## config.mk

```make
export PLATFORM = sky130hd
export DESIGN_NAME = spi_host_master
export DESIGN_NICKNAME = d
export VERILOG_FILES = /design/src/rtl/spi_host_master.sv
export SDC_FILE = /design/constraint.sdc
export NUM_CORES = 1
export LEC_CHECK = 0
export ABC_CLOCK_PERIOD_IN_PS = 3690
export CAP_MARGIN = 10
export CORE_AREA = 3 3 106 108
export DETAILED_ROUTE_END_ITERATION = 12
export DIE_AREA = 0 0 109 111
export GPL_TIMING_DRIVEN = 0
export PLACE_DENSITY = 0.68
export SYNTH_ARGS = -nofsm -noshare
export SYNTH_HDL_FRONTEND = slang
export SYNTH_SLANG_ARGS = --single-unit
```

## constraint.sdc

```tcl
create_clock -name CLK -period 3.69 [get_ports CLK]
set_input_delay 0.738 -clock CLK [delete_from_list [all_inputs] [get_ports CLK]]
set_output_delay 0.738 -clock CLK [all_outputs]
set_load 0.05 [all_outputs]
```

## src/rtl/spi_host_master.sv

```systemverilog
// Host-side SPI master: one 40-bit frame (address word, then data word, MSB first) per command.
// MISO is captured during the data word and returned as a one-cycle response.
module spi_host_master #(
  parameter int CLK_DIV    = 4,
  parameter int GAP_CYCLES = 8
) (
  input  logic        CLK,
  input  logic        RSTN,
  input  logic        CMD_VALID,
  output logic        CMD_READY,
  input  logic [19:0] CMD_ADDR,
  input  logic [19:0] CMD_DATA,
  output logic        RSP_VALID,
  output logic [19:0] RSP_DATA,
  output logic        BUSY,
  output logic        SCK,
  output logic        MOSI,
  input  logic        MISO
);

  localparam logic [2:0] S_IDLE   = 3'd0;
  localparam logic [2:0] S_SETUP  = 3'd1;
  localparam logic [2:0] S_SCK_HI = 3'd2;
  localparam logic [2:0] S_SCK_LO = 3'd3;
  localparam logic [2:0] S_DONE   = 3'd4;
  localparam logic [2:0] S_GAP    = 3'd5;

  localparam logic [7:0] DIV_RELOAD   = 8'(CLK_DIV - 1);
  localparam logic [7:0] GAP_RELOAD   = (GAP_CYCLES > 0) ? 8'(GAP_CYCLES - 1) : 8'd0;
  localparam logic [5:0] LAST_BIT     = 6'd40;
  localparam logic [5:0] FIRST_RX_BIT = 6'd20;
  localparam logic       NO_GAP       = (GAP_CYCLES == 0);

  logic [2:0]  r_state;
  logic [7:0]  r_cnt;
  logic [5:0]  r_bit_cnt;
  logic [39:0] r_shift_tx;
  logic [19:0] r_rx;
  logic [19:0] r_rsp_data;
  logic        r_sck;
  logic        r_ready;
  logic        r_rsp_valid;
  logic        r_busy;

  logic w_accept;
  logic w_cnt_done;

  assign w_accept   = CMD_VALID && r_ready;
  assign w_cnt_done = (r_cnt == 8'd0);

  // The shift register empties to zero after 40 shifts, so its MSB is also the idle MOSI level.
  assign MOSI      = r_shift_tx[39];
  assign SCK       = r_sck;
  assign CMD_READY = r_ready;
  assign RSP_VALID = r_rsp_valid;
  assign RSP_DATA  = r_rsp_data;
  assign BUSY      = r_busy;

  always_ff @(posedge CLK) begin
    if (!RSTN) begin
      r_state     <= S_IDLE;
      r_cnt       <= 8'd0;
      r_bit_cnt   <= 6'd0;
      r_shift_tx  <= 40'd0;
      r_rx        <= 20'd0;
      r_rsp_data  <= 20'd0;
      r_sck       <= 1'b0;
      r_ready     <= 1'b0;
      r_rsp_valid <= 1'b0;
      r_busy      <= 1'b0;
    end else begin
      r_rsp_valid <= 1'b0;
      case (r_state)
        S_IDLE: begin
          r_ready <= 1'b1;
          if (w_accept) begin
            r_shift_tx <= {CMD_ADDR, CMD_DATA};
            r_bit_cnt  <= 6'd0;
            r_rx       <= 20'd0;
            r_cnt      <= DIV_RELOAD;
            r_ready    <= 1'b0;
            r_busy     <= 1'b1;
            r_state    <= S_SETUP;
          end
        end

        S_SETUP: begin
          if (w_cnt_done) begin
            r_cnt   <= DIV_RELOAD;
            r_sck   <= 1'b1;
            r_state <= S_SCK_HI;
          end else begin
            r_cnt <= r_cnt - 8'd1;
          end
        end

        // MISO is sampled at the clock edge that raises SCK; the slave held it since its last falling edge.
        S_SCK_HI: begin
          if (w_cnt_done) begin
            r_cnt      <= DIV_RELOAD;
            r_sck      <= 1'b0;
            r_shift_tx <= {r_shift_tx[38:0], 1'b0};
            r_bit_cnt  <= r_bit_cnt + 6'd1;
            r_state    <= S_SCK_LO;
          end else begin
            r_cnt <= r_cnt - 8'd1;
          end
        end

        S_SCK_LO: begin
          if (w_cnt_done) begin
            if (r_bit_cnt == LAST_BIT) begin
              r_rsp_data  <= r_rx;
              r_rsp_valid <= 1'b1;
              r_state     <= S_DONE;
            end else begin
              r_cnt   <= DIV_RELOAD;
              r_sck   <= 1'b1;
              r_state <= S_SCK_HI;
            end
          end else begin
            r_cnt <= r_cnt - 8'd1;
          end
        end

        S_DONE: begin
          if (NO_GAP) begin
            r_busy  <= 1'b0;
            r_ready <= 1'b1;
            r_state <= S_IDLE;
          end else begin
            r_cnt   <= GAP_RELOAD;
            r_state <= S_GAP;
          end
        end

        S_GAP: begin
          if (w_cnt_done) begin
            r_busy  <= 1'b0;
            r_ready <= 1'b1;
            r_state <= S_IDLE;
          end else begin
            r_cnt <= r_cnt - 8'd1;
          end
        end

        default: r_state <= S_IDLE;
      endcase

      // Data-word bits land MSB first, so rising edge 20+k fills rx[19-k].
      if ((r_state == S_SETUP || r_state == S_SCK_LO) && w_cnt_done &&
          r_bit_cnt >= FIRST_RX_BIT && r_bit_cnt != LAST_BIT) begin
        r_rx <= {r_rx[18:0], MISO};
      end
    end
  end

endmodule
```

# --- Word-level counts from Yosys, hierarchy flattened ---
# Cells that the tools add are included.
totals:
  regBits: 101
  in_bits: 44
  word_cells: 83
op_classes:
  n_addsub: 2
  order_cmp: 1
  n_eq_ne: 15
  muxes: 32
  reduce_logical: 23
ops:
  columns: ["cell", "count"]
  rows:
  - ["40-bit 2-to-1 mux", 2]
  - ["40-bit one-hot mux with 2 select lines", 1]
  - ["20-bit 2-to-1 mux", 3]
  - ["8-bit 2-to-1 mux", 5]
  - ["8-bit one-hot mux with 5 select lines", 1]
  - ["3-bit 2-to-1 mux", 6]
  - ["3-bit one-hot mux with 6 select lines", 1]
  - ["2-bit != test (second input constant)", 7]
  - ["6-bit 2-to-1 mux", 2]
  - ["6-bit one-hot mux with 2 select lines", 1]
  - ["3-bit AND reduction", 4]
  - ["5-bit AND reduction", 2]
  - ["8-bit logical NOT", 1]
  - ["2-bit nonzero test", 4]
  - ["8-bit by 1-bit subtractor with 8-bit output (second input constant)", 1]
  - ["1-bit 2-to-1 mux", 7]
  - ["6-bit by 1-bit adder with 6-bit output (second input constant)", 1]
  - ["3-bit by 2-bit equality test with 1-bit output (second input constant)", 2]
  - ["3-bit equality test (second input constant)", 2]
  - ["6-bit equality test (second input constant)", 1]
  - ["6-bit by 5-bit greater-or-equal comparator with 1-bit output (second input constant)", 1]
  - ["6-bit != test (second input constant)", 1]
  - ["5-bit nonzero test", 1]
  - ["1-bit logical AND", 4]
  - ["10 further kinds", 12]

# --- Depth between registers and ports, before layout ---
# Gate-level depths: netlist of the first run.
depth:
  word_depth: 7
  mapped_depth: 8
  ltp_nobuf: 6

# --- Worst setup path before layout of the first run ---
# Ideal clock, no wire load.
synth_path:
  kind: "flip-flop to flip-flop"
  from: "reg r_cnt[0]"
  to: "reg r_cnt[6]"
  arrival_ns: 1.694
  required_time_ns: 3.573
  slack_ns: 1.879
  path_stages_with_launch: 7
  n_path_buf: 0
  period_less_slack_ns: 1.811
  path_cell_list: "dfxtp_1 > inv_1 > ha_1 > or3b_1 > or3_1 > a22o_1 > a32o_1"
synth_via:
  elab_chain_len: 3
synth_lines:
  columns: ["element", "line_no", "rtl"]
  rows:
  - ["start, declared", "35", "logic [7:0] r_cnt;"]
  - ["start signal, assigned", "93", "r_cnt <= r_cnt - 8'd1;"]
  - ["start signal, assigned", "106", "r_cnt <= r_cnt - 8'd1;"]
  - ["start signal, assigned", "122", "r_cnt <= r_cnt - 8'd1;"]
  - ["8-bit by 1-bit subtractor with 8-bit output / 8-bit logical NOT (equally long branches)", null, null]
  - ["8-bit 2-to-1 mux, or another cell as far along", "138", "if (w_cnt_done) begin"]
  - ["8-bit one-hot mux with 5 select lines / 4-bit AND reduction (equally long branches)", null, null]
# Parallel ways exist; a longest one is shown, timed or not. The select of a mux whose other input is x is not followed.
# A chain may end at the register's enable or synchronous reset.

# --- Worst setup path after layout of the first run ---
layout_path:
  from: "in RSTN"
  to: "reg r_bit_cnt[1]"
layout_rtl:
  columns: ["element", "line_no", "rtl"]
  rows:
  - ["start, declared", "8", "input logic RSTN,"]
  - ["end signal, assigned", "103", "r_bit_cnt <= r_bit_cnt + 6'd1;"]
  - ["end, declared", "36", "logic [5:0] r_bit_cnt;"]
# No word-level cell between the ends.

==> metrics.yaml, run 1 <==
rows: 37
start_util_pct: 45.3
synthArstFlopShare_pct: 0
drtIter0Drc: 330
grt_setup_unrepaired: "no"
ys.flop_type: "dfxtp_1"
r2r_slack_ns: 1.36
slew-limit-headroom_pct: 54.2
hold_viol: 0
drv_cap: 0
netlist_instances: 567
ant_nets: 0
gr-usage-met1_pct: 29.0
area_growth_syn_to_layout_pct: 22.3
regArea_mm2: 0.00202
r2r-end: "r_shift_tx[31]"
cts_setup_buffers: 0
fillCellCount: 956
hold_end: "RSP_DATA[5]"
reg2regPathDepth: 7
grt_pass1_vias: 4324
wl_um: 12800
p_leak_nw: 1.89
yosysMostFrequentCell: "dfxtp_1"
n_antenna_cell: 0
post-route-util_pct: 55.4
cts_root_buffer: "clkbuf_8"
cts_tree: "yes"
cp-end-kind: "register"
io_buffers: 68
synth_edf_count: 0
grt_use_met3_pct: 3.67
grt_most_used_layer: "met2"
required_ns: 3.92
maxClockFrequency_mhz: 396
ios: 69
yosysWarningCount: 0
finalCritPeriodShare_pct: 68.4
drc: 0
multi_input_area_mm2: 0.00236
first_pass_iters: 5
cts_max_level: 3
p_per_area_mw_per_mm2: 736
synth_fp_nets: 615
numClockSinks: 101
yosys-top-cells-area: "dfxtp_1 (43%), a311oi_1 (7.7%), nand2_1 (7.3%)"
cts_resized: 0
coreArea_mm2: 0.0103
period_needed_ns: 2.52
die_w_um: 109
outcome: "completed"
synth_top_cells_by_count: "dfxtp_1 (101), nand2_1 (91), a21oi_1 (53)"
fin_skew_ns: 0.0135
post-dp-hpwl_um: 9000
wl_per_cell_um: 16.2
gp_congestion: 0.826
ctsHoldBuffers: 0
netlist_area_mm2: 0.00468
slew_viol_final: 0
min_path_cells: 2
grt_usage_pct: 21.0
synth_cell_types: 54
cp-start-kind: "input pin"
dieArea_mm2: 0.0121
cp_data_arrival_time_ns: 2.75
grt_max_degree: 19
die_h_um: 111
vias_per_cell: 5.85
fin_nets: 694
synth_top_area_share_pct: 43.2
grt_pass1_wl_um: 21200
setup_tns_ns: 0
critPathKind: "input pin to register"
rr_startpoint: "r_state[0]"
synth_largest_area_cell: "dfxtp_1"
cts_inserted_buffers: 9
whs_ns: 0.457
worstHoldStart: "RSP_DATA[5]"
hold_class: "register to register"
cp_max_fo: 10
antenna_found_initial: 0
setup_viol: 0
vias: 4601
drive_above_1_share_pct: 7.83
insertion_delay_ns: 0.37
met2_usage_pct: 33.8
clk_pin_slew_worst_paths_ns: 0.09
ys_ff_latch: 101
worst_pin_slew_ns: 0.687
peakVddDrop_mv: 0.326
ys_seq_area_share_pct: 43.2
cts_buffer_depth: 2
overflow: 0
syn_avg_cell_area_um2: 8.25
worst max-delay path by stage:
stage	from	end	slack [ns]	cells past startpoint
3_3_place_gp	RSTN	r_rx[13]	0.84	6
6_report	RSTN	r_bit_cnt[1]	1.17	6
2_1_floorplan	r_cnt[0]	r_cnt[6]	1.88	6
4_1_cts	RSTN	r_bit_cnt[1]	1.20	6
3_5_place_dp	RSTN	r_rx[14]	0.82	6
5_1_grt	RSTN	r_bit_cnt[1]	1.11	6
sequential cells by signal (all words and copies together), names as in the netlist:
register / flops
r_shift_tx: 40
RSP_DATA: 20
r_rx: 20
r_cnt: 8
r_bit_cnt: 6
r_state: 3
BUSY: 1
CMD_READY: 1
RSP_VALID: 1
SCK: 1
metrics by stage:
| step | cell area [um2] | instances | setup slack, ns | total power (W) |
|---|---|---|---|---|
| after floorplan | 4680 | 567 | 1.88 | 0.00299 |
| after global placement | 5530 | 771 | 0.844 | 0.00346 |
| after detailed placement | 5530 | 771 | 0.819 | 0.00351 |
| after CTS | 5720 | 787 | 1.20 | 0.00420 |
| after global routing | 5720 | 787 | 1.11 | 0.00450 |
| final | 5720 | 787 | 1.17 | 0.00421 |
layout by cell type (no fill, tap or decap), types with 2 or more instances in the layout:
cell,Yosys,routed
o21ai_0,41,41
or3_1,4,4
a2111o_1,2,2
inv_1,9,9
a21o_1,2,2
o2111ai_1,3,3
a311oi_1,41,41
clkinv_4,0,3
nand4_1,4,4
buf_4,3,3
nand3_1,27,27
nor2b_1,2,2
buf_2,20,20
clkbuf_1,35,35
a21oi_1,53,53
nand2b_1,4,4
a31oi_1,3,3
ha_1,4,4
o21a_1,3,3
clkbuf_8,0,10
nor3_1,45,45
xor2_1,3,3
a211oi_1,2,2
o211ai_1,25,25
and4_1,2,2
dfxtp_1,101,101
and3_1,5,5
a22oi_1,2,2
o211a_1,2,2
nor2_1,4,4
nand2_1,91,91
clkdlybuf4s50_1,0,68
metal layers:
layer / share of wire (%) / vias up / wire [um]
li1: - / 2260 / -
met1: 46 / 2178 / 5850
met2: 47 / 148 / 6060
met3: 5.5 / 15 / 704
met4: 1.3 / 0 / 168
met5: 0 / - / 0
power by group:
group          internal [W]  switching, W
sequential          0.00134      0.000154
combinational      0.000719       0.00131
clock              0.000275      0.000411
worst max-delay path, stage by stage:
cell             delay (ns)
clkdlybuf4s50_1        0.48
inv_1                  0.10
clkbuf_1               0.53
buf_2                  0.40
clkbuf_1               0.41
a21oi_1                0.08
cells by family (layout without fill, tap and decap cells):
family	after synthesis	count (layout)	synth area share (%)
AND/OR/NAND/NOR	200	200	20.9
AO/OA/AOI/OAI	190	190	27.6
multiplexers	1	1	0.214
adder cells (fa/ha/maj)	4	4	1.07
buffers and inverters	68	152	6.39
XOR/XNOR	3	3	0.562
flip-flops	101	101	43.2
cell type report:
type	instances	area share (%)
clock inverters	6	0.941
plain buffers	59	4.64
inverters	9	0.591
repair buffers	68	11.9
clock buffers	10	2.41
flip-flops and latches	101	35.4
multi-input cells	398	41.2
well taps	136	2.98
Note: power is estimated with default switching activity, not from simulation.
==> run 2, diff against run 1 <==
--- a/config.mk
+++ b/config.mk
@@ -5,7 +5,7 @@
 export SDC_FILE = /design/constraint.sdc
 export NUM_CORES = 1
 export LEC_CHECK = 0
-export ABC_CLOCK_PERIOD_IN_PS = 3690
+export ABC_CLOCK_PERIOD_IN_PS = 2600
 export CAP_MARGIN = 10
 export CORE_AREA = 3 3 106 108
 export DETAILED_ROUTE_END_ITERATION = 12
==> constraint.sdc (replaced) <==
create_clock -name CLK -period 2.6 [get_ports CLK]
set_input_delay 0.52 -clock CLK [delete_from_list [all_inputs] [get_ports CLK]]
set_output_delay 0.52 -clock CLK [all_outputs]
set_load 0.05 [all_outputs]
==> results of run 2 <==
The final DEF is identical to that of run 1. Status: completed.
Among the figures that moved: setup slack after placement 0.819 ns -> -0.0534 ns; clock-pin slew on the worst setup and hold paths 0.09 ns -> 0.10 ns; setup slack after layout 1.17 ns -> 0.272 ns; start point of the critical path RSTN -> r_state[0]; end point of the critical path r_bit_cnt[1] -> r_shift_tx[31]; register-to-register setup slack 1.36 ns -> 0.27 ns; total power 0.00421 W -> 0.00597 W; worst IR drop on VDD 0.326 mV -> 0.462 mV
